[src/rtl/seq_div_pkg.sv]
// Shared types and sizing helpers for the sequential unsigned divider.
// Latency: n/a (declarations only).
// Backpressure: n/a.
package seq_div_pkg;

    typedef enum logic [1:0] {
        IDLE = 2'd0,
        RUN  = 2'd1,
        DONE = 2'd2
    } div_state_e;

    // Iteration counter must index 2*W quotient bits (values 2*W-1 down to 0).
    function automatic int cnt_width(input int w);
        return (2 * w > 1) ? $clog2(2 * w) : 1;
    endfunction

endpackage

[src/rtl/seq_div_step.sv]
// One restoring-division iteration: shift in next dividend bit, trial-subtract divisor.
// Latency: combinational.
// Backpressure: none (pure function of its inputs).
module seq_div_step #(
    parameter int W = 8
) (
    input  logic [W-1:0] rem_in,
    input  logic         q_msb,
    input  logic [W-1:0] divisor,
    output logic [W-1:0] rem_out,
    output logic         q_bit
);

    // Partial remainder widened by one bit so the trial compare cannot overflow.
    logic [W:0] s;

    assign s     = {rem_in, q_msb};
    assign q_bit = (s >= {1'b0, divisor});
    // When the subtract succeeds the true difference is below divisor, so it fits
    // in W bits and the low-W-bit subtraction gives the exact result.
    assign rem_out = q_bit ? (s[W-1:0] - divisor) : s[W-1:0];

endmodule

[src/rtl/seq_unsigned_divider.sv]
// Restoring unsigned divider, 2W/W -> 2W quotient + W remainder, one quotient bit per clock.
// Latency: 2*W clocks after accept; divide-by-zero (and early exit, SEQ_DIV_EARLY_EXIT_EN) 1 clock.
// Backpressure: result held in DONE until out_ready; in_ready only in IDLE, no same-cycle re-accept.
module seq_unsigned_divider
    import seq_div_pkg::*;
#(
    parameter int W = 8
) (
    input  logic           clk,
    input  logic           rst_n,
    input  logic           in_valid,
    output logic           in_ready,
    input  logic [2*W-1:0] dividend,
    input  logic [W-1:0]   divisor,
    output logic           out_valid,
    input  logic           out_ready,
    output logic [2*W-1:0] quotient,
    output logic [W-1:0]   remainder,
    output logic           div_by_zero
);

    localparam int CW = cnt_width(W);

    div_state_e     state;
    div_state_e     state_nxt;
    logic [CW-1:0]  cnt;
    // Partial remainder; the extra bit of the W+1-bit step value is always zero
    // after a step, so only W bits are stored.
    logic [W-1:0]   rem;
    logic [W-1:0]   dsr;
    logic [2*W-1:0] q;
    logic [2*W-1:0] quot_r;
    logic [W-1:0]   rem_r;
    logic           dbz_r;
    logic           accept;
    logic           early;
    logic           div_zero;
    logic [W-1:0]   step_rem;
    logic           step_bit;

    // Held low while reset is asserted so nothing is offered during reset.
    assign in_ready    = (state == IDLE) && rst_n;
    assign out_valid   = (state == DONE);
    assign accept      = in_valid && in_ready;
    assign div_zero    = (divisor == '0);
    assign quotient    = quot_r;
    assign remainder   = rem_r;
    assign div_by_zero = dbz_r;

`ifdef SEQ_DIV_EARLY_EXIT_EN
    // Dividend smaller than divisor: quotient is 0 and remainder is the dividend.
    assign early = (dividend < {{W{1'b0}}, divisor});
`else
    assign early = 1'b0;
`endif

    seq_div_step #(.W(W)) u_step (
        .rem_in  (rem),
        .q_msb   (q[2*W-1]),
        .divisor (dsr),
        .rem_out (step_rem),
        .q_bit   (step_bit)
    );

    // State register.
    always_ff @(posedge clk or negedge rst_n) begin
        if (!rst_n) state <= IDLE;
        else        state <= state_nxt;
    end

    // Next-state: zero divisor and early exit skip RUN entirely.
    always_comb begin
        state_nxt = state;
        case (state)
            IDLE: if (accept) state_nxt = (div_zero || early) ? DONE : RUN;
            RUN:  if (cnt == '0) state_nxt = DONE;
            DONE: if (out_ready) state_nxt = IDLE;
            default: state_nxt = IDLE;
        endcase
    end

    // Datapath: operand capture on accept, one shift/subtract per RUN clock,
    // result registers loaded only when entering DONE so they stay stable afterwards.
    always_ff @(posedge clk or negedge rst_n) begin
        if (!rst_n) begin
            cnt    <= '0;
            rem    <= '0;
            dsr    <= '0;
            q      <= '0;
            quot_r <= '0;
            rem_r  <= '0;
            dbz_r  <= 1'b0;
        end else begin
            case (state)
                IDLE: begin
                    if (accept) begin
                        dsr <= divisor;
                        if (div_zero) begin
                            quot_r <= '1;
                            rem_r  <= dividend[W-1:0];
                            dbz_r  <= 1'b1;
                        end else begin
                            dbz_r <= 1'b0;
                            if (early) begin
                                quot_r <= '0;
                                rem_r  <= dividend[W-1:0];
                            end else begin
                                cnt <= CW'(2 * W - 1);
                                rem <= '0;
                                q   <= dividend;
                            end
                        end
                    end
                end
                RUN: begin
                    rem <= step_rem;
                    q   <= {q[2*W-2:0], step_bit};
                    if (cnt == '0) begin
                        quot_r <= {q[2*W-2:0], step_bit};
                        rem_r  <= step_rem;
                    end else begin
                        cnt <= cnt - 1'b1;
                    end
                end
                default: ;
            endcase
        end
    end

endmodule
[config.mk]
export PLATFORM = sky130hd
export DESIGN_NAME = seq_unsigned_divider
export DESIGN_NICKNAME = d
export VERILOG_FILES = /design/src/rtl/seq_div_pkg.sv /design/src/rtl/seq_div_step.sv /design/src/rtl/seq_unsigned_divider.sv
export SDC_FILE = /design/constraint.sdc
export NUM_CORES = 1
export LEC_CHECK = 0
export CORE_UTILIZATION = 43
export CTS_BUF_LIST = sky130_fd_sc_hd__clkbuf_4 sky130_fd_sc_hd__clkbuf_8
export CTS_CLUSTER_DIAMETER = 150
export DETAILED_ROUTE_END_ITERATION = 8
export GPL_TIMING_DRIVEN = 0
export PLACE_DENSITY = 0.73
export REMOVE_ABC_BUFFERS = 1
export SLEW_MARGIN = 5
export SYNTH_ARGS = -nofsm -noshare
export SYNTH_HDL_FRONTEND = slang
export SYNTH_SLANG_ARGS = --single-unit
[constraint.sdc]
create_clock -name clk -period 5 [get_ports clk]
set_clock_uncertainty 0.1 [all_clocks]
set_input_delay 1 -clock clk [delete_from_list [all_inputs] [get_ports clk]]
set_output_delay 1 -clock clk [all_outputs]
set_load 0.005 [all_outputs]
==> results of run 1 <==
==> Yosys cell counts, drive strengths merged <==
cell    instances
a31oi           3
mux2            4
a211o           1
or4             2
or3             1
nor2b           5
a21o            7
inv            17
xnor2           2
o31a            1
dfrtp          63
o21ai          25
o21a            6
nand4           1
a22oi           1
fa              1
o21bai          1
xor2            2
nor3            3
and2            2
a41oi           1
a21oi          32
o22ai           2
a32oi           2
buf            12
nand2b          4
o211ai          4
a211oi          1
nor3b           1
nor2           49
mux2i          11
ha              9
nand3b          1
nand3           4
o31ai           2
clkbuf          5
nor4bb          1
nand2          44
==> kinds of logic after synthesis <==
logic type | share of synthesized area (%)
xor+xnor | 1.11
simple gates | 17.0
fa+ha+maj | 4.18
flops | 49.7
compound gates | 17.2
buf+inv | 5.61
mux | 5.13
==> registers in the layout, indices dropped and copies added, names as in the netlist <==
signal	flops
q	16
quotient	16
dsr	8
rem	8
remainder	8
cnt	4
state	2
div_by_zero	1
==> worst register-to-register path: stages (launching register included) <==
cell and delay (ns):
dfrtp_1 0.48, nor3b_1 0.28, and2_1 0.51, nor2_1 0.16
nor3_4 0.37, buf_16 0.22, buf_8 0.18, o211ai_1 0.11
o21a_1 0.11
==> report_power, final <==
part           internal, mW  total [mW]  leakage, nW  switching [mW]
Combinational         0.717        1.50        0.904           0.784
Clock                 0.300       0.497        0.113           0.197
Sequential            0.764       0.919        0.739           0.155
==> per-layer routing <==
metal	vias up	wire (um)	global-route usage [%]	part of all wire [%]
li1	1237	-	-	-
met1	1170	3080	24.6	49
met2	57	2930	30.1	46
met3	10	247	3.02	3.9
met4	0	91	7.15	1.4
met5	-	0	0	0
==> worst min path at each step <==
stage | cells past startpoint | to | from | slack, ns
floorplan | 2 | q[15]$_DFFE_PN0P_ | q[15]$_DFFE_PN0P_ | 0.35
global placement | 2 | q[15]$_DFFE_PN0P_ | q[15]$_DFFE_PN0P_ | 0.37
detailed placement | 1 | remainder[1]$_DFFE_PN0P_ | remainder[1]$_DFFE_PN0P_ | 0.38
CTS | 1 | remainder[1]$_DFFE_PN0P_ | remainder[1]$_DFFE_PN0P_ | 0.39
global route | 1 | remainder[1]$_DFFE_PN0P_ | remainder[1]$_DFFE_PN0P_ | 0.40
finish | 1 | remainder[1]$_DFFE_PN0P_ | remainder[1]$_DFFE_PN0P_ | 0.39
==> through the flow <==
stage	TNS, ns	cells	area, um^2	setup WS [ns]	hold WS [ns]
CTS	0	485	4010	1.35	0.393
floorplan	0	316	3060	1.72	0.350
global route	0	485	4010	1.15	0.403
detailed placement	0	469	3790	1.10	0.378
finish	0	485	4010	1.43	0.385
global placement	-60.63	466	3720	-1.51	0.370
==> cell type report <==
cell class / instances / area, um^2 / share of cell area (%)
multi-input cells: 236 / 1430 / 35.5
flip-flops and latches: 63 / 1580 / 39.3
repair buffers: 57 / 601 / 15.0
inverters: 17 / 63.8 / 1.59
clock buffers: 11 / 145 / 3.62
clock inverters: 5 / 81.3 / 2.03
well taps: 96 / 120 / 2.99
==> flow_summary.json, run 1 <==
{
  "endpoint": "in_ready",
  "rsz0062_at_grt": "no",
  "synth.area.top_cells": "dfrtp_1, nor2_1, nand2_1, a21oi_1, o21ai_0",
  "grt_max_degree": 65,
  "holdBufCountCts": 0,
  "r2r_start": "state[0]$_DFFE_PN0P_",
  "gp_congestion": 0.872,
  "finalCoreUtilization_pct": 57.8,
  "track_usage_pct": 18.4,
  "min_period_ns": 3.57,
  "crit_path_start": "rst_n",
  "slowest_stage": "buf_4",
  "route.vias.total": 2474,
  "setup_violations": 0,
  "htree_num_levels": 3,
  "hpwl_um": 4280,
  "boundaryPins": 55,
  "synth_top_area_share_pct": 49.7,
  "die_h_um": 87.9,
  "max_stage_delay_ns": 0.58,
  "total_power_mw": 2.92,
  "cp.arrival_ns": 2.47,
  "crit_cells": 3,
  "grt.overflow.total": 0,
  "viasPerCell": 5.10,
  "antenna_found_initial": 0,
  "ctsLongestPathBuffers": 2,
  "worst_pin_slew_ns": 0.903,
  "area_growth_pct": 26.6,
  "final_cell_mix": "dfrtp_1, clkdlybuf4s50_1, nor2_1, nand2_1, a21oi_1",
  "ir_drop_uv": 499,
  "critPathKind": "in2out",
  "clkSinkCount": 63,
  "drv_cap": 0,
  "start_util_pct": 45.6,
  "wirelength_um": 6350,
  "die-area_um2": 7720,
  "yosysWarningCount": 0,
  "n_fill_cell": 614,
  "core_region_area_um2": 6940,
  "firstDrtPassIters": 5,
  "layout.nets": 422,
  "run_status": "completed",
  "cpLargestDelayFamily": "buffers and inverters",
  "critPathCaptureType": "primary output",
  "fmax_mhz": 280,
  "yosysTopAreaCell": "dfrtp_1",
  "hold_path.class": "reg2reg",
  "num_rows": 30,
  "numCtsBuffers": 9,
  "p_per_area_nw_per_um2": 727,
  "maxSlewHeadroom_pct": 39.6,
  "avgSynthCellArea_um2": 9.52,
  "final_common_cell": "dfrtp_1",
  "rr_worst_depth": 8,
  "grt_pass1_vias": 2459,
  "crit_required_ns": 3.90,
  "cts_tree": "yes",
  "worstReg2RegEnd": "remainder[4]$_DFFE_PN0P_",
  "crit_path_max_fanout": 64,
  "diodes": 0,
  "crit_path_cell_trace": "buf_4 -> nor3b_1 -> clkdlybuf4s50_1",
  "drv_slew": 0,
  "p_leak_nw": 1.76,
  "synth_area_um2": 3170,
  "postCtsSetupRepairBufs": 0,
  "ant_nets": 0,
  "synth_cell_types": 47,
  "grt_pass1_wl_um": 11000,
  "die_w_um": 87.9,
  "finalCritPeriodShare_pct": 71.4,
  "reg2reg_slack_ns": 2.38,
  "io_buffers": 54,
  "drc": 0,
  "syn-instance-count": 333,
  "ys_ff_latch": 63,
  "critPathLaunchType": "input port",
  "root_buffer": "clkbuf_8",
  "hold_viol_final": 0,
  "drive_gt1_share_pct": 8.74,
  "post_cts_resized": 0,
  "clk_pin_slew_ns": 0.06,
  "ys_seq_area_share_pct": 49.7,
  "drtIter0Drc": 139,
  "clk_latency_ns": 0.33,
  "cp_num_buf_inv": 2,
  "wl_per_cell_um": 13.1
}
Power figures use the tool's default switching activity.
==> run 2, diff against run 1 <==
==> constraint.sdc (replaced) <==
create_clock -name clk -period 3.75 [get_ports clk]
set_clock_uncertainty 0.1 [all_clocks]
set_input_delay 0.75 -clock clk [delete_from_list [all_inputs] [get_ports clk]]
set_output_delay 0.75 -clock clk [all_outputs]
set_load 0.005 [all_outputs]
==> results of run 2 <==
The final DEF is identical to that of run 1. Status: completed.
Main changes from that run: setup slack after placement 1.10 ns -> 0.104 ns; clock-pin slew on the worst setup and hold paths 0.06 ns -> 0.07 ns; setup slack after layout 1.43 ns -> 0.539 ns; end point of the critical path in_ready -> remainder[4]$_DFFE_PN0P_; register-to-register setup slack 2.38 ns -> 1.13 ns; total power 2.92 mW -> 3.89 mW; worst IR drop on VDD 499 uV -> 665 uV
